$ cat config.mk
export PLATFORM = sky130hd
export DESIGN_NAME = pipe_stage_reg
export DESIGN_NICKNAME = d
export VERILOG_FILES = /design/src/rtl/pipe_pkg.sv /design/src/rtl/sat_counter.sv /design/src/rtl/pipe_stage_reg.sv
export SDC_FILE = /design/constraint.sdc
export NUM_CORES = 1
export LEC_CHECK = 0
export ABC_AREA = 1
export BUFFER_PORTS_ARGS = -buffer_cell sky130_fd_sc_hd__buf_2
export CORE_UTILIZATION = 45
export CTS_BUF_LIST = sky130_fd_sc_hd__clkbuf_8 sky130_fd_sc_hd__clkbuf_16
export DETAILED_ROUTE_END_ITERATION = 12
export HOLD_SLACK_MARGIN = 0.03
export PLACE_DENSITY_LB_ADDON = 0.2
export SLEW_MARGIN = 20
export SYNTH_ARGS = -nofsm -noshare
export SYNTH_HDL_FRONTEND = slang
export SYNTH_SLANG_ARGS = --single-unit
$ cat constraint.sdc
create_clock -name clk -period 14.88 [get_ports clk]
set_input_delay 2.232 -clock clk [delete_from_list [all_inputs] [get_ports clk]]
set_output_delay 2.232 -clock clk [all_outputs]
set_load 0.005 [all_outputs]
$ cat src/rtl/pipe_pkg.sv
// Shared definitions for the pipeline-stage registers of the ARM core:
// per-stage payload widths, bubble (NOP) encodings and counter defaults.
package pipe_pkg;

   // Default performance-counter width.
   localparam int CNT_W_DEF = 16;

   // Stage payload widths.
   localparam int IF_ID_W  = 64;   // {pc, instr}
   localparam int ID_EX_W  = 128;  // {pc, decoded control, operands}
   localparam int EX_MEM_W = 96;   // {pc, result, store data}
   localparam int MEM_WB_W = 72;   // {rd, write data, flags}

   // ARM "MOV r0, r0" used as the architectural NOP.
   localparam logic [31:0] ARM_NOP = 32'hE1A0_0000;

   // Bubble payloads per stage.
   localparam logic [IF_ID_W-1:0]  IF_ID_NOP  = {32'h0, ARM_NOP};
   localparam logic [ID_EX_W-1:0]  ID_EX_NOP  = '0;
   localparam logic [EX_MEM_W-1:0] EX_MEM_NOP = '0;
   localparam logic [MEM_WB_W-1:0] MEM_WB_NOP = '0;

   // Number of held beats from the two entry valid bits.
   function automatic logic [1:0] occ_of(input logic m_valid, input logic s_valid);
      return {1'b0, m_valid} + {1'b0, s_valid};
   endfunction

endpackage

$ cat src/rtl/sat_counter.sv
// Saturating up-counter with synchronous clear; clear wins over increment.
module sat_counter #(
   parameter int CNT_W = pipe_pkg::CNT_W_DEF
) (
   input  logic             clk,
   input  logic             rst,
   input  logic             clr_i,
   input  logic             inc_i,
   output logic [CNT_W-1:0] cnt_o
);

   logic [CNT_W-1:0] cnt_q;
   logic [CNT_W-1:0] cnt_d;

   // Next count: clear, else increment unless already at all-ones.
   always_comb begin
      cnt_d = cnt_q;
      if (clr_i) begin
         cnt_d = '0;
      end else if (inc_i && (cnt_q != '1)) begin
         cnt_d = cnt_q + 1'b1;
      end
   end

   // Count register.
   // NOTE: sequential state uses non-blocking (<=) so every flop samples
   // pre-edge values; blocking here would create order-dependent races.
   always_ff @(posedge clk or posedge rst) begin
      if (rst) begin
         cnt_q <= '0;
      end else begin
         cnt_q <= cnt_d;
      end
   end

   assign cnt_o = cnt_q;

endmodule

$ cat src/rtl/pipe_stage_reg.sv
// Pipeline-stage register: payload with valid/ready handshake, optional
// skid entry (registered in_ready), flush-to-bubble and stall/bubble counters.
module pipe_stage_reg
   import pipe_pkg::*;
#(
   parameter int                DATA_W    = IF_ID_W,
   parameter logic [DATA_W-1:0] RESET_VAL = '0,
   parameter int                SKID      = 1,
   parameter int                CNT_W     = CNT_W_DEF
) (
   input  logic              clk,
   input  logic              rst,
   input  logic              flush,
   input  logic              in_valid,
   output logic              in_ready,
   input  logic [DATA_W-1:0] in_data,
   output logic              out_valid,
   input  logic              out_ready,
   output logic [DATA_W-1:0] out_data,
   output logic [1:0]        occ,
   input  logic              cnt_clr,
   output logic [CNT_W-1:0]  stall_cnt,
   output logic [CNT_W-1:0]  bubble_cnt
);

   // Main entry M (drives the outputs) and skid entry S.
   logic              m_valid_q, m_valid_d;
   logic [DATA_W-1:0] m_data_q,  m_data_d;
   logic              s_valid_q, s_valid_d;
   logic [DATA_W-1:0] s_data_q,  s_data_d;

   logic in_fire;
   logic out_fire;
   logic m_free;

   // With a skid entry, in_ready depends only on state and flush, so
   // downstream out_ready never reaches upstream combinationally.
   assign in_ready = (SKID != 0) ? (~s_valid_q & ~flush)
                                 : ((~m_valid_q | out_ready) & ~flush);

   assign in_fire  = in_valid & in_ready;
   assign out_fire = m_valid_q & out_ready;
   // M may take a new beat when it is empty or its beat leaves this cycle.
   assign m_free   = ~m_valid_q | out_ready;

   // Next-state for both entries; emptied entries return to RESET_VAL.
   // NOTE: every variable gets its default first, so no path leaves one
   // unassigned and no latch is inferred.
   always_comb begin
      m_valid_d = m_valid_q;
      m_data_d  = m_data_q;
      s_valid_d = s_valid_q;
      s_data_d  = s_data_q;

      if (flush) begin
         m_valid_d = 1'b0;
         m_data_d  = RESET_VAL;
         s_valid_d = 1'b0;
         s_data_d  = RESET_VAL;
      end else if (SKID != 0) begin
         if (m_free) begin
            if (s_valid_q) begin
               // Older skid beat moves forward first to keep FIFO order.
               m_valid_d = 1'b1;
               m_data_d  = s_data_q;
               s_valid_d = 1'b0;
               s_data_d  = RESET_VAL;
            end else if (in_fire) begin
               m_valid_d = 1'b1;
               m_data_d  = in_data;
            end else begin
               m_valid_d = 1'b0;
               m_data_d  = RESET_VAL;
            end
         end else if (in_fire) begin
            // M is stalled: park the accepted beat in S.
            s_valid_d = 1'b1;
            s_data_d  = in_data;
         end
      end else begin
         if (in_fire) begin
            m_valid_d = 1'b1;
            m_data_d  = in_data;
         end else if (out_fire) begin
            m_valid_d = 1'b0;
            m_data_d  = RESET_VAL;
         end
      end
   end

   // Entry registers.
   // NOTE: the payload registers are reset too, because out_data must show
   // the bubble encoding immediately after reset, not an arbitrary value.
   always_ff @(posedge clk or posedge rst) begin
      if (rst) begin
         m_valid_q <= 1'b0;
         m_data_q  <= RESET_VAL;
         s_valid_q <= 1'b0;
         s_data_q  <= RESET_VAL;
      end else begin
         m_valid_q <= m_valid_d;
         m_data_q  <= m_data_d;
         s_valid_q <= s_valid_d;
         s_data_q  <= s_data_d;
      end
   end

   assign out_valid = m_valid_q;
   assign out_data  = m_data_q;
   assign occ       = occ_of(m_valid_q, s_valid_q);

   sat_counter #(
      .CNT_W (CNT_W)
   ) u_stall_cnt (
      .clk   (clk),
      .rst   (rst),
      .clr_i (cnt_clr),
      .inc_i (m_valid_q & ~out_ready),
      .cnt_o (stall_cnt)
   );

   sat_counter #(
      .CNT_W (CNT_W)
   ) u_bubble_cnt (
      .clk   (clk),
      .rst   (rst),
      .clr_i (cnt_clr),
      .inc_i (~m_valid_q),
      .cnt_o (bubble_cnt)
   );

endmodule

[After elaboration in Yosys (flattened, before gate mapping)]
Cells that the tools add are included.
Storage, ports and cells
  output and inout port bits: 100
  bits in registers: 162
Operators by class
  add/subtract/negate cells: 3
  reductions and logical operators: 7
  eq/ne operators: 3
  bitwise gates (word level): 8
  mux-type cells: 19
Operators by type and width (number)
  $mux W64: 8
  $mux W16: 4
  $add A16 B1 Y16 const B: 2
  $ne A16 B16 Y1 const B: 2
  $mux W1: 7
  $reduce_bool A2 Y1: 3
  $not A1 Y1: 4
  $and A1 B1 Y1: 3
  $ne A3 B3 Y1 const B: 1
  $reduce_bool A3 Y1: 1
  $add A1 B1 Y2: 1
  $logic_and A1 B1 Y1: 2
  $reduce_and A2 Y1: 1
  $or A1 B1 Y1: 1

[Logic depth before layout (Yosys ltp)]
  depth in word-level cells: 7
  gate-level depth with buffers: 10
  mapped depth without buffers: 10

[Modules after synthesis]
From an unflattened synthesis, not the netlist that was laid out.
Unflattened totals
  cell total of the unflattened synthesis: 1105
  area total of the unflattened synthesis: 8206.6 sq um
By module, submodules not included
  pipe_stage_reg: cells each 783, times used 1, area an instance 6044.5 sq um
  sat_counter: cells each 161, times used 2, area an instance 1081.0 sq um

[Worst setup path before layout]
OpenSTA, ideal clock, no wires.
  path kind: in2out
  start point: in flush
  end point: out in_ready
  required time: 12648 ps
  stages: 1
  slack: 10250 ps
  buffers on the path: 0
  arrival time: 2398 ps
  path through: nor2_1
On the way
  longest elaborated chain between the ends: 2
RTL lines
  start: declaration: RTL line pipe_stage_reg.sv:13  | input logic flush,
  $not A1 Y1
  $and A1 B1 Y1: RTL line pipe_stage_reg.sv:38  | assign in_ready = (SKID != 0) ? (~s_valid_q & ~flush)
  end: declaration: RTL line pipe_stage_reg.sv:15  | output logic in_ready,
Every way passes these cells.

[Final worst setup path]
Same ends and word-level chain as after synthesis.

==> impl_results.md <==
* MaxCap Viol Count at 0
* Clock share of power at 0.470
* Post-Syn Nets at 1011
* Crit-path max FO at 4
* Clk sinks at 162
* Congestion Overflow GR at 0
* First-pass GRT wire length at 33.1 mm
* # setup viols final at 0
* F_max at 200 MHz
* All-Layer GR Usage at 0.236
* Initial Utilization at 0.462
* # IOs at 170
* Layout area overhead at 20.9%
* Net switching power at 0.000246 W
* Commonest non-fill, non-tap cell in the layout: nand2_1
* Slew Viols, Final at 0
* Final hold viol count at 0
* Setup Slack @ Placement at 9.88 ns
* Largest net degree at the start of global routing at 103
* Slew HR at 0.310
* Total wire length at 20.1 mm
* DR iter-0 viols at 546
* Area of the die at 17600 um^2
* Total iterations of the first detailed-routing run at 5
* RD Place Congestion at 0.886
* Drt wl/cell at 15.4 um
* Htree depth at 4
* Final ANT Viol Nets at 0
* CTS tree: done
* Clock skew at 0.00615 ns
* Comb pwr share at 0.081
* Slew @ Worst Pin at 1.03 ns
* Static Leakage at 4.80 nW
* Critical Path RT at 12.65 ns
* Root Driver: clkbuf_16
* Synth area leaders: dfrtp_1 53%, nand2_1 12%, nand3_1 10%
* HPWL Detailed at 11.9 mm
* Dominant cell type by area after synthesis: dfrtp_1
* TNS Setup at 0 ns
* Fin crit period at 5.00 ns
* Clock Latency Late Sink at 0.42 ns
* Die height at 133 um
* Setup ws final at 9.88 ns
* IO Port Bufs at 169
* Vias at 6898
* Crit path launch type: input port
* Status: finished clean
* Pint at 0.000770 W
* Ys Warns at 0
* Crit path DAT at 2.77 ns
* Worst vdd ir at 79.2 uV
* Post-synthesis sequential area ratio at 0.529
* HP Class: reg -> reg
* Synthesized area at 7660 um^2
* Antenna violations before repair at 1
* Synth unique cells at 31
* Critical path class: in -> out
* Core area at 16600 um^2
* Buffer levels on the longest clock path at 2
* DRC viols at 0
* Fin crit share at 0.336
* Post-synth top area share at 0.529
* Power per standard cell area at 110 nW/um^2
* CTS Buf Count at 17
* Vias per cell at 5.27
* Net Sw Frac at 0.242
* #FFs+latches synth at 162
* # resized after CTS at 0
* Share of layout cells above drive strength 1 at 0.213
* Sequential share of power at 0.449
* Post-CTS Setup Bufs at 0
* Post-Syn Instances at 938
* CTS Hold Buffers Added at 0
* Commonest cells after routing, fill and taps aside: 237 x nand2_1, 169 x buf_2, 162 x dfrtp_1
* Syn Area/Cell at 8.17 um^2
* Vias in the first global route at 6459
* CTS clk-pin slew, worst paths at 0.06 ns
* Power, Total at 0.00102 W
* Cell row count at 47
* Unrepaired setup endpoints after global routing: no
* Worst Setup End Kind: output pin
* Die width at 133 um
* # nets final at 1148
## cell type report
type	instances	area (um^2)
fill	1598	7320
sequential	162	4050
multi-input combinational	621	3010
timing repair buffer	177	910
clock buffer	20	467
inverter	96	372
tap	220	275
clock inverter	11	178
antenna	1	2.50
## stage by stage
| stage | util | hold WS [ns] | std cells | area (um^2) |
|---|---|---|---|---|
| 3_3_place_gp | 0.520 | 0.486 | 1276 | 8620 |
| 6_report | 0.559 | 0.503 | 1308 | 9270 |
| 2_1_floorplan | - | 0.487 | 938 | 7660 |
| 3_5_place_dp | 0.520 | 0.490 | 1276 | 8620 |
| 5_1_grt | 0.559 | 0.525 | 1308 | 9270 |
| 4_1_cts | 0.558 | 0.507 | 1307 | 9260 |
## cells by family after synthesis
group / count (synthesis) / synth area share
AOI/OAI and AO/OA: 150 / 0.113
xor gates and xnor gates: 10 / 0.0114
adders and majority gates: 3 / 0.00490
buffers and inverters: 155 / 0.0810
DFF: 162 / 0.529
muxes: 1 / 0.00131
and+or+nand+nor: 457 / 0.260
## power groups by stage
stage                     Sequential (W)  Clock (W)  Combinational, W
after detailed placement        0.000464          0         0.0000832
after global placement          0.000464          0         0.0000832
after floorplan                 0.000464          0         0.0000503
after global routing            0.000457   0.000503         0.0000927
after CTS                       0.000456   0.000487         0.0000837
final                           0.000456   0.000477         0.0000824
## synth_stat cells
cell type,count
o22ai_1,64
buf_1,8
o21ai_2,1
nor3b_1,1
nor2_1,37
o21ai_4,2
clkbuf_1,33
nand4_1,14
inv_1,91
buf_2,16
ha_1,3
a21oi_1,3
nand2_2,4
buf_6,2
nand3_1,153
or2_2,1
inv_4,1
nor2_4,1
o21bai_1,3
nor3_1,1
dfrtp_1,162
nand2_1,238
mux2i_1,1
xor2_1,8
clkinv_2,1
o21ai_0,77
nand2_4,1
nor2_2,6
inv_2,2
clkinv_1,1
xnor2_1,2
## critical path: stages
cell and delay [ns]:
buf_2 0.13, nor2_1 0.24, buf_2 0.17
## layer usage
layer,vias up,share of wire,track usage
li1,3378,-,-
met1,3276,0.47,0.339
met2,225,0.47,0.362
met3,19,0.053,0.0483
met4,0,0.0095,0.0690
met5,-,0,0
## sequential cells by signal, indices dropped and copies added, names as in the netlist
register            cells
out_data               64
out_valid               1
s_data_q               64
s_valid_q               1
u_bubble_cnt.cnt_o     16
u_stall_cnt.cnt_o      16
## worst paths after layout
kind	slack, ns	end	cells after the start	startpoint
setup / recovery	9.88	in_ready	3	flush
hold / removal	0.50	out_data[6]	2	out_data[6]
setup reg to reg	12.09	u_stall_cnt.cnt_o[2]	8	out_valid
hold reg to reg	0.50	out_data[6]	2	out_data[6]
max in group asynchronous	11.68	s_data_q[42]	3	rst
min in group asynchronous	1.91	out_data[46]	2	rst
No activity file was read; power rests on OpenSTA's default activity.
